==> src/rtl/control_path_pipe_cpu.sv <==
// Pipelined control path: decodes the ID instruction, carries control through EX/MEM/WB,
// and generates load-use / MUL stalls, branch/jump flushes and the PC select.
module control_path_pipe_cpu #(
    parameter int REG_ADDR_W  = 5,
    parameter int MUL_LATENCY = 4
) (
    input  logic                  clk,
    input  logic                  rst,
    input  logic                  instr_valid,
    input  logic [5:0]            opcode,
    input  logic [5:0]            funct,
    input  logic [REG_ADDR_W-1:0] rs,
    input  logic [REG_ADDR_W-1:0] rt,
    input  logic [REG_ADDR_W-1:0] rd,
    input  logic                  is_alu_zero,
    output logic                  stall,
    output logic                  flush,
    output logic [1:0]            control_mux_for_PC,
    output logic                  illegal_op,
    output logic                  ex_is_R_type,
    output logic                  ex_is_I_type,
    output logic [5:0]            ex_opcode_alu,
    output logic [REG_ADDR_W-1:0] ex_dst,
    output logic [REG_ADDR_W-1:0] mem_dst,
    output logic                  mem_is_write_mem,
    output logic                  wb_is_write_reg,
    output logic                  wb_is_write_from_mem,
    output logic [REG_ADDR_W-1:0] wb_dst
);

    localparam logic [5:0] OP_R    = 6'b000000;
    localparam logic [5:0] OP_ADDI = 6'b001000;
    localparam logic [5:0] OP_LW   = 6'b100011;
    localparam logic [5:0] OP_SW   = 6'b101011;
    localparam logic [5:0] OP_BEQ  = 6'b000100;
    localparam logic [5:0] OP_J    = 6'b000010;
    localparam logic [5:0] OP_NOP  = 6'b111111;

    localparam logic [5:0] ALU_ADD = 6'b100000;
    localparam logic [5:0] ALU_SUB = 6'b100010;
    localparam logic [5:0] ALU_MUL = 6'b011000;

    localparam int                CNT_W    = (MUL_LATENCY > 1) ? $clog2(MUL_LATENCY) : 1;
    localparam logic [CNT_W-1:0]  CNT_LAST = CNT_W'(MUL_LATENCY - 1);

    localparam logic [1:0] PC_SEQ    = 2'b00;
    localparam logic [1:0] PC_BRANCH = 2'b01;
    localparam logic [1:0] PC_JUMP   = 2'b10;

    // An all-zero record is a bubble in every stage.
    typedef struct packed {
        logic                  is_r;
        logic                  is_i;
        logic [5:0]            alu_op;
        logic [REG_ADDR_W-1:0] dst;
        logic                  write_reg;
        logic                  from_mem;
        logic                  write_mem;
        logic                  is_beq;
    } ex_ctl_t;

    typedef struct packed {
        logic [REG_ADDR_W-1:0] dst;
        logic                  write_reg;
        logic                  from_mem;
        logic                  write_mem;
    } mem_ctl_t;

    typedef struct packed {
        logic [REG_ADDR_W-1:0] dst;
        logic                  write_reg;
        logic                  from_mem;
    } wb_ctl_t;

    ex_ctl_t          ex_q, ex_d, id_ctl;
    mem_ctl_t         mem_q, mem_d;
    wb_ctl_t          wb_q, wb_d;
    logic [CNT_W-1:0] mul_cnt_q, mul_cnt_d;

    logic id_illegal, id_is_j, id_reads_rt;
    logic ex_is_mul, taken_beq, mul_hold, load_use, stall_raw, jump_take;

    // NOTE: every variable gets a default before the case so no latch is inferred.
    always_comb begin
        id_ctl      = '0;
        id_illegal  = 1'b0;
        id_is_j     = 1'b0;
        id_reads_rt = 1'b0;
        if (instr_valid) begin
            case (opcode)
                OP_R: begin
                    id_reads_rt = 1'b1;
                    if (funct == ALU_ADD || funct == ALU_SUB || funct == ALU_MUL) begin
                        id_ctl.is_r   = 1'b1;
                        id_ctl.alu_op = funct;
                        id_ctl.dst    = rd;
                    end else begin
                        id_illegal = 1'b1;
                    end
                end
                OP_ADDI: begin
                    id_ctl.is_i   = 1'b1;
                    id_ctl.alu_op = ALU_ADD;
                    id_ctl.dst    = rt;
                end
                OP_LW: begin
                    id_ctl.is_i     = 1'b1;
                    id_ctl.alu_op   = ALU_ADD;
                    id_ctl.dst      = rt;
                    id_ctl.from_mem = 1'b1;
                end
                OP_SW: begin
                    id_reads_rt      = 1'b1;
                    id_ctl.is_i      = 1'b1;
                    id_ctl.alu_op    = ALU_ADD;
                    id_ctl.write_mem = 1'b1;
                end
                OP_BEQ: begin
                    // beq compares two registers: neither R-format nor immediate operand.
                    id_reads_rt   = 1'b1;
                    id_ctl.alu_op = ALU_SUB;
                    id_ctl.is_beq = 1'b1;
                end
                OP_J:    id_is_j = 1'b1;
                OP_NOP:  ;
                default: id_illegal = 1'b1;
            endcase
        end
        id_ctl.write_reg = (id_ctl.dst != '0);
    end

    assign ex_is_mul = (ex_q.alu_op == ALU_MUL);
    assign taken_beq = ex_q.is_beq && is_alu_zero;
    assign mul_hold  = ex_is_mul && (mul_cnt_q != CNT_LAST);
    assign load_use  = instr_valid && ex_q.from_mem && (ex_q.dst != '0) &&
                       ((ex_q.dst == rs) || (id_reads_rt && (ex_q.dst == rt)));
    assign stall_raw = !taken_beq && (load_use || mul_hold);
    assign jump_take = !taken_beq && !stall_raw && id_is_j;

    always_comb begin
        ex_d = id_ctl;
        if (taken_beq) begin
            ex_d = '0;
        end else if (mul_hold) begin
            ex_d = ex_q;
        end else if (load_use) begin
            ex_d = '0;
        end

        mem_d = mul_hold ? '0 : {ex_q.dst, ex_q.write_reg, ex_q.from_mem, ex_q.write_mem};
        wb_d  = {mem_q.dst, mem_q.write_reg, mem_q.from_mem};

        mul_cnt_d = '0;
        if (ex_is_mul && mul_cnt_q != CNT_LAST) begin
            mul_cnt_d = mul_cnt_q + 1'b1;
        end
    end

    // NOTE: state registers use non-blocking assignments so all stages update together.
    always_ff @(posedge clk or negedge rst) begin
        if (!rst) begin
            ex_q      <= '0;
            mem_q     <= '0;
            wb_q      <= '0;
            mul_cnt_q <= '0;
        end else begin
            ex_q      <= ex_d;
            mem_q     <= mem_d;
            wb_q      <= wb_d;
            mul_cnt_q <= mul_cnt_d;
        end
    end

    // Combinational outputs are forced quiet while reset is held.
    assign stall              = rst && stall_raw;
    assign flush              = rst && (taken_beq || jump_take);
    assign control_mux_for_PC = !rst      ? PC_SEQ    :
                                taken_beq ? PC_BRANCH :
                                jump_take ? PC_JUMP   : PC_SEQ;
    assign illegal_op         = rst && id_illegal;

    assign ex_is_R_type         = ex_q.is_r;
    assign ex_is_I_type         = ex_q.is_i;
    assign ex_opcode_alu        = ex_q.alu_op;
    assign ex_dst               = ex_q.dst;
    assign mem_dst              = mem_q.dst;
    assign mem_is_write_mem     = mem_q.write_mem;
    assign wb_is_write_reg      = wb_q.write_reg;
    assign wb_is_write_from_mem = wb_q.from_mem;
    assign wb_dst               = wb_q.dst;

endmodule

==> config.mk <==
export PLATFORM = sky130hd
export DESIGN_NAME = control_path_pipe_cpu
export DESIGN_NICKNAME = d
export VERILOG_FILES = /design/src/rtl/control_path_pipe_cpu.sv
export SDC_FILE = /design/constraint.sdc
export NUM_CORES = 1
export LEC_CHECK = 0
export ABC_AREA = 1
export ABC_CLOCK_PERIOD_IN_PS = 2700
export CORE_AREA = 2 2 80 59
export CTS_CLUSTER_DIAMETER = 30
export DETAILED_ROUTE_END_ITERATION = 12
export DIE_AREA = 0 0 82 61
export GPL_TIMING_DRIVEN = 0
export PLACE_DENSITY = 0.77
export SLEW_MARGIN = 20
export SYNTH_ARGS = -nofsm -noshare
export SYNTH_HDL_FRONTEND = slang
export SYNTH_SLANG_ARGS = --single-unit
==> constraint.sdc <==
create_clock -name clk -period 2.7 [get_ports clk]
set_input_delay 0.27 -clock clk [delete_from_list [all_inputs] [get_ports clk]]
set_output_delay 0.27 -clock clk [all_outputs]
set_load 0.005 [all_outputs]
==> results of run 1 <==
-- power by group through the flow --
stage | sequential [mW] | combinational (mW) | clock [mW]
floorplan | 0.527 | 0.0369 | 0
CTS | 0.518 | 0.121 | 0.393
global route | 0.518 | 0.133 | 0.416
global placement | 0.527 | 0.115 | 0
detailed placement | 0.527 | 0.119 | 0
finish | 0.518 | 0.120 | 0.385
-- synth_stat cells --
master,number,area (µm²)
inv_8,1,11.3
nor3_1,4,20.0
inv_1,23,86.3
nor2_8,1,20.0
conb_1,1,3.75
buf_4,16,120
or2_2,1,6.26
nor2_1,31,116
nand2_1,43,161
a31oi_1,3,18.8
o21ai_0,6,30.0
ha_1,1,12.5
inv_2,2,7.51
nand2_4,2,22.5
and3_1,2,12.5
dfrtp_1,34,851
o22ai_1,2,12.5
nand3_2,4,40.0
nor3b_1,1,7.51
o21ai_1,3,15.0
nor2_4,2,22.5
buf_6,1,11.3
a21oi_1,4,20.0
nand2_2,4,25.0
nand3_1,16,80.1
nand4_1,2,12.5
nor2_2,3,18.8
xnor2_1,2,17.5
xor2_1,5,43.8
-- worst max-delay path, stage by stage --
cell and delay [ns]:
dlygate4sd3_1 0.52, buf_2 0.17, buf_12 0.22, nand2_1 0.09, or2_2 0.31, o21ai_0 0.16
clkdlybuf4s50_1 0.54
-- layout make-up --
| type | count | area [µm²] | share of cell area |
|---|---|---|---|
| clock inverters | 2 | 12.5 | 0.00476 |
| plain buffers | 17 | 131 | 0.0500 |
| well taps | 55 | 68.8 | 0.0262 |
| inverters | 26 | 105 | 0.0400 |
| repair buffers | 63 | 636 | 0.242 |
| flip-flops and latches | 34 | 851 | 0.324 |
| multi-input cells | 144 | 743 | 0.283 |
| clock buffers | 6 | 82.6 | 0.0314 |
-- kinds of logic after synthesis --
kind of cell               Yosys count  share of synthesized area
adders and majority gates            1                    0.00685
buffers and inverters               43                      0.129
and+or+nand+nor                    116                      0.310
DFF                                 34                      0.466
xor gates and xnor gates             7                     0.0336
AOI/OAI and AO/OA                   18                     0.0527
other                                1                    0.00205
-- worst max path at each step --
stage | slack, ns | to | from
floorplan | 1.17 | stall | mul_cnt_q[0]$_DFF_PN0_
global placement | -0.64 | flush | rst
detailed placement | 0.20 | flush | opcode[1]
CTS | 0.11 | flush | rst
global route | 0.01 | flush | opcode[0]
finish | 0.14 | flush | rst
-- layer usage --
layer  wire length (µm)  vias up  track usage  part of all wire
met1               1780      721        0.237              0.45
met4                 46        0       0.0667             0.012
met3                324        7       0.0521             0.082
met2               1800       70        0.297              0.46
li1                   -      817            -                 -
met5                  0        -            0                 0
-- per-stage QoR --
| stage | std cells | TNS, ns | hold slack, ns | util | total power [mW] |
|---|---|---|---|---|---|
| 2_1_floorplan | 221 | 0 | -0.0256 | - | 0.564 |
| 3_3_place_gp | 337 | -2.09 | 0.333 | 0.597 | 0.642 |
| 3_5_place_dp | 338 | 0 | 0.0908 | 0.601 | 0.647 |
| 4_1_cts | 347 | 0 | 0.330 | 0.626 | 1.03 |
| 5_1_grt | 347 | 0 | 0.322 | 0.626 | 1.07 |
| 6_report | 347 | 0 | 0.328 | 0.626 | 1.02 |
-- layout by cell type, fill, tap and decap left out, types with 2 or more instances in the layout --
master and n:
clkdlybuf4s50_1 60, nand2_1 43, dfrtp_1 34, nor2_1 31, inv_1 23, nand3_1 16
buf_4 16, o21ai_0 6, clkbuf_8 6, xor2_1 5, a21oi_1 4, nand3_2 4
nand2_2 4, nor3_1 4, nor2_2 3, a31oi_1 3, o21ai_1 3, and3_1 2
inv_2 2, xnor2_1 2, nand2_4 2, nand4_1 2, nor2_4 2, o22ai_1 2
conb_1 2
==> flow_summary_export.csv, run 1 <==
group,metric,value,unit
run_status,status,"finished clean",
finish,drive_gt1_frac,0.161,
synthesis,synth_area,1830,µm²
power,power.static_leakage,1.34,nW
timing,finalCritPeriodShare,0.946,
global_routing,grt_first_pass_wirelength,6840,µm
synthesis,synthCells,220,
placed_design,placed_area,2520,µm²
critical_path,r2r_setup_slack,1.11,ns
power,clkPwrFrac,0.377,
detailed_routing,drtIter0Drc,89,
detailed_routing,post_drt_wl_per_cell,11.4,µm
detailed_routing,vias,1615,
finish,synthToLayoutAreaGrowth,44.0,%
critical_path,path_class,"input pin to output port",
floorplanning,coreArea,4200,µm²
synthesis,avgSynthCellArea,8.30,µm²
clock_network,clkSinkCount,34,
global_routing,grt-ovfl-total,0,
timing,worst_slack,0.145,ns
critical_path,crit_path_max_fanout,34,
floorplanning,initial_core_util,0.435,
floorplanning,num_io_pins,62,
critical_path,critPathArrivalTime,2.29,ns
synthesis,synth.distinct_cells,29,
finish,largest_reg_flops,6,
clock_network,cts_buffers,5,
critical_path,r2r_start,"mul_cnt_q[0]$_DFF_PN0_",
clock_network,clkTransAtPathRegs,0.07,ns
detailed_routing,wirelength,3950,µm
critical_path,r2r_cells,8,
global_routing,antenna_found_initial,0,
floorplanning,die_w,82,µm
job,timing.max_cap.violations,0,
placed_design,globalplace.congestion,0.818,
power,internal-power,786,µW
power,pwr_density_cell,389,nW/µm²
timing,rsz0062_at_grt,"false",
finish,fill_cells,374,
worst_hold_path,hp-class,"input pin to asynchronous set/reset pin",
clock_network,ctsResizeCount,0,
global_routing,grt_max_degree,35,
detailed_routing,drc,0,
critical_path,end_kind,"output port",
power,p_sw_frac,0.231,
synthesis,synth_seq_area_share,0.466,
clock_network,postCtsSetupBuffers,0,
power,seqPwrFrac,0.506,
timing,slew_viol_final,0,
clock_network,worstSkewPairLatency,0.28,ns
finish,finalNetCount,323,
critical_path,required,2.43,ns
power,p_sw,236,µW
global_routing,grt_pass1_vias,1540,
floorplanning,die_h,61,µm
placed_design,dp.final_hpwl,3120,µm
floorplanning,die-area,5000,µm²
clock_network,cts_buffer_depth,2,
global_routing,grt_use_total,0.183,
detailed_routing,drt_first_pass_iters,4,
critical_path,r2r_end,"ex_dst[2]$_DFFE_PN0P_",
clock_network,cts_tree,"done",
power,vdd_drop_max,0.225,mV
clock_network,hold_buffers,1,
synthesis,ys_warn_count,0,
timing,fin_worst_skew,0.00410,ns
finish,diodes,0,
clock_network,cts_max_level,2,
synthesis,synth-seq-cells,34,
placed_design,dp_slack,0.197,ns
placed_design,portBuffers,61,
detailed_routing,ant_nets,0,
critical_path,start_kind,"input pin",
timing,max_freq,0.391,GHz
timing,period_needed,2.56,ns
clock_network,clock_tree.root_cell,"clkbuf_8",
finish,final_area,2630,µm²
floorplanning,rows,20,
timing,finalHoldViolations,0,
power,combPwrFrac,0.117,
detailed_routing,viasPerCell,4.65,
timing,setup_viol,0,
(Power assumes the default switching activity.)
==> inputs of run 2 (changes only) <==
- CTS_CLUSTER_DIAMETER: 30 -> not set
- MAX_ROUTING_LAYER: not set -> met4
==> run 2 against run 1 <==
  * Clock-buffer cell count did not move
  * Clock power hardly changed
  * First-iteration DRC count up 10%
  * Die area stayed put
  * Non-clock buffer count unchanged
==> flow_summary_export.csv, run 2 (synthesized netlist as in run 1, its figures left out) <==
group,metric,value,unit
floorplanning,die_h,61,µm
global_routing,grt_use_total,0.190,
timing,setup_viol,0,
global_routing,antenna_found_initial,0,
placed_design,globalplace.congestion,0.830,
detailed_routing,drtIter0Drc,98,
global_routing,grt-ovfl-total,0,
finish,diodes,0,
run_status,status,"finished clean",
clock_network,postCtsSetupBuffers,0,
clock_network,cts_max_level,2,
global_routing,grt.busiest_layer,"met2",
global_routing,grt_pass1_vias,1535,
finish,final_area,2630,µm²
finish,drive_gt1_frac,0.161,
placed_design,placed_area,2520,µm²
clock_network,clkTransAtPathRegs,0.07,ns
detailed_routing,vias,1607,
critical_path,r2r_setup_slack,1.11,ns
power,pwr_density_cell,389,nW/µm²
detailed_routing,drt_first_pass_iters,4,
global_routing,use_met2,0.300,
clock_network,cts_buffer_depth,2,
timing,worst_slack,0.142,ns
floorplanning,rows,20,
global_routing,grt_first_pass_wirelength,6870,µm
global_routing,use_met3,0.0476,
floorplanning,coreArea,4200,µm²
critical_path,r2r_end,"ex_dst[2]$_DFFE_PN0P_",
detailed_routing,drc,0,
detailed_routing,wirelength,3950,µm
critical_path,required,2.43,ns
global_routing,use_met1,0.242,
placed_design,portBuffers,61,
placed_design,dp_slack,0.197,ns
floorplanning,num_io_pins,62,
power,vdd_drop_max,0.225,mV
detailed_routing,viasPerCell,4.63,
timing,finalCritPeriodShare,0.948,
finish,synthToLayoutAreaGrowth,44.0,%
global_routing,grt_max_degree,35,
floorplanning,die_w,82,µm
finish,fill_cells,374,
detailed_routing,ant_nets,0,
timing,period_needed,2.56,ns
clock_network,cts_tree,"done",
power,power.static_leakage,1.34,nW
clock_network,hold_buffers,1,
clock_network,ctsResizeCount,0,
critical_path,r2r_start,"mul_cnt_q[0]$_DFF_PN0_",
clock_network,clock_tree.root_cell,"clkbuf_8",
finish,largest_reg_flops,6,
timing,max_freq,0.391,GHz
timing,rsz0062_at_grt,"false",
placed_design,dp.final_hpwl,3120,µm
critical_path,crit_path_max_fanout,34,
clock_network,clkSinkCount,34,
finish,finalNetCount,323,
worst_hold_path,hp-class,"input pin to asynchronous set/reset pin",
job,timing.max_cap.violations,0,
critical_path,critPathArrivalTime,2.29,ns
critical_path,path_class,"input pin to output port",
finish,layout_common_cells,"clkdlybuf4s50_1, nand2_1, dfrtp_1",
timing,fin_worst_skew,0.00428,ns
clock_network,worstSkewPairLatency,0.28,ns
critical_path,start_kind,"input pin",
floorplanning,die-area,5000,µm²
detailed_routing,post_drt_wl_per_cell,11.4,µm
clock_network,cts_buffers,5,
timing,finalHoldViolations,0,
floorplanning,initial_core_util,0.435,
critical_path,end_kind,"output port",
finish,final_common_cell,"clkdlybuf4s50_1",
timing,timing.hold.ws,0.328,ns
critical_path,r2r_cells,8,
timing,slew_viol_final,0,
run 2: per-stage QoR:
| step | utilization | setup TNS (ns) | power, mW | cells |
|---|---|---|---|---|
| 3_3_place_gp | 0.597 | -2.09 | 0.642 | 337 |
| 2_1_floorplan | - | 0 | 0.564 | 221 |
| 4_1_cts | 0.626 | 0 | 1.03 | 347 |
| 5_1_grt | 0.626 | 0 | 1.07 | 347 |
| 6_report | 0.626 | 0 | 1.02 | 347 |
| 3_5_place_dp | 0.601 | 0 | 0.647 | 338 |
run 2: layer usage:
layer  wire [µm]  vias up
met1        1810      720
met5           0        -
met4          32        0
met2        1810       65
met3         298        5
li1            -      817
run 2: power by group:
part           switching, mW  leakage (nW)  total [mW]  internal, mW
Combinational         0.0530         0.824       0.120        0.0668
Clock                  0.180        0.0472       0.385         0.205
Sequential           0.00299         0.469       0.518         0.515
Total                  0.236          1.34        1.02         0.786
run 2: critical path, cell delays in order:
cell             delay, ns
dlygate4sd3_1         0.52
buf_2                 0.17
buf_12                0.22
nand2_1               0.09
or2_2                 0.31
o21ai_0               0.16
clkdlybuf4s50_1       0.54
run 2: worst max path at each step:
stage                           startpoint  endpoint  depth (start not counted)
floorplan           mul_cnt_q[0]$_DFF_PN0_     stall                          7
finish                                 rst     flush                          7
global route                     opcode[0]     flush                         11
global placement                       rst     flush                          5
CTS                                    rst     flush                          7
detailed placement               opcode[1]     flush                         11
run 2: cell type report:
class	count	area [µm²]	area share
Sequential cell	34	851	0.324
Timing Repair Buffer	63	636	0.242
Tap cell	55	68.8	0.0262
Inverter	26	105	0.0400
Buffer	17	131	0.0500
Clock buffer	6	82.6	0.0314
Multi-Input combinational cell	144	743	0.283
Clock inverter	2	12.5	0.00476
==> inputs of run 3 (changes only) <==
- CAP_MARGIN: not set -> 20
==> results of run 3 <==
The final DEF is identical to that of run 2; final timing and power are the same.
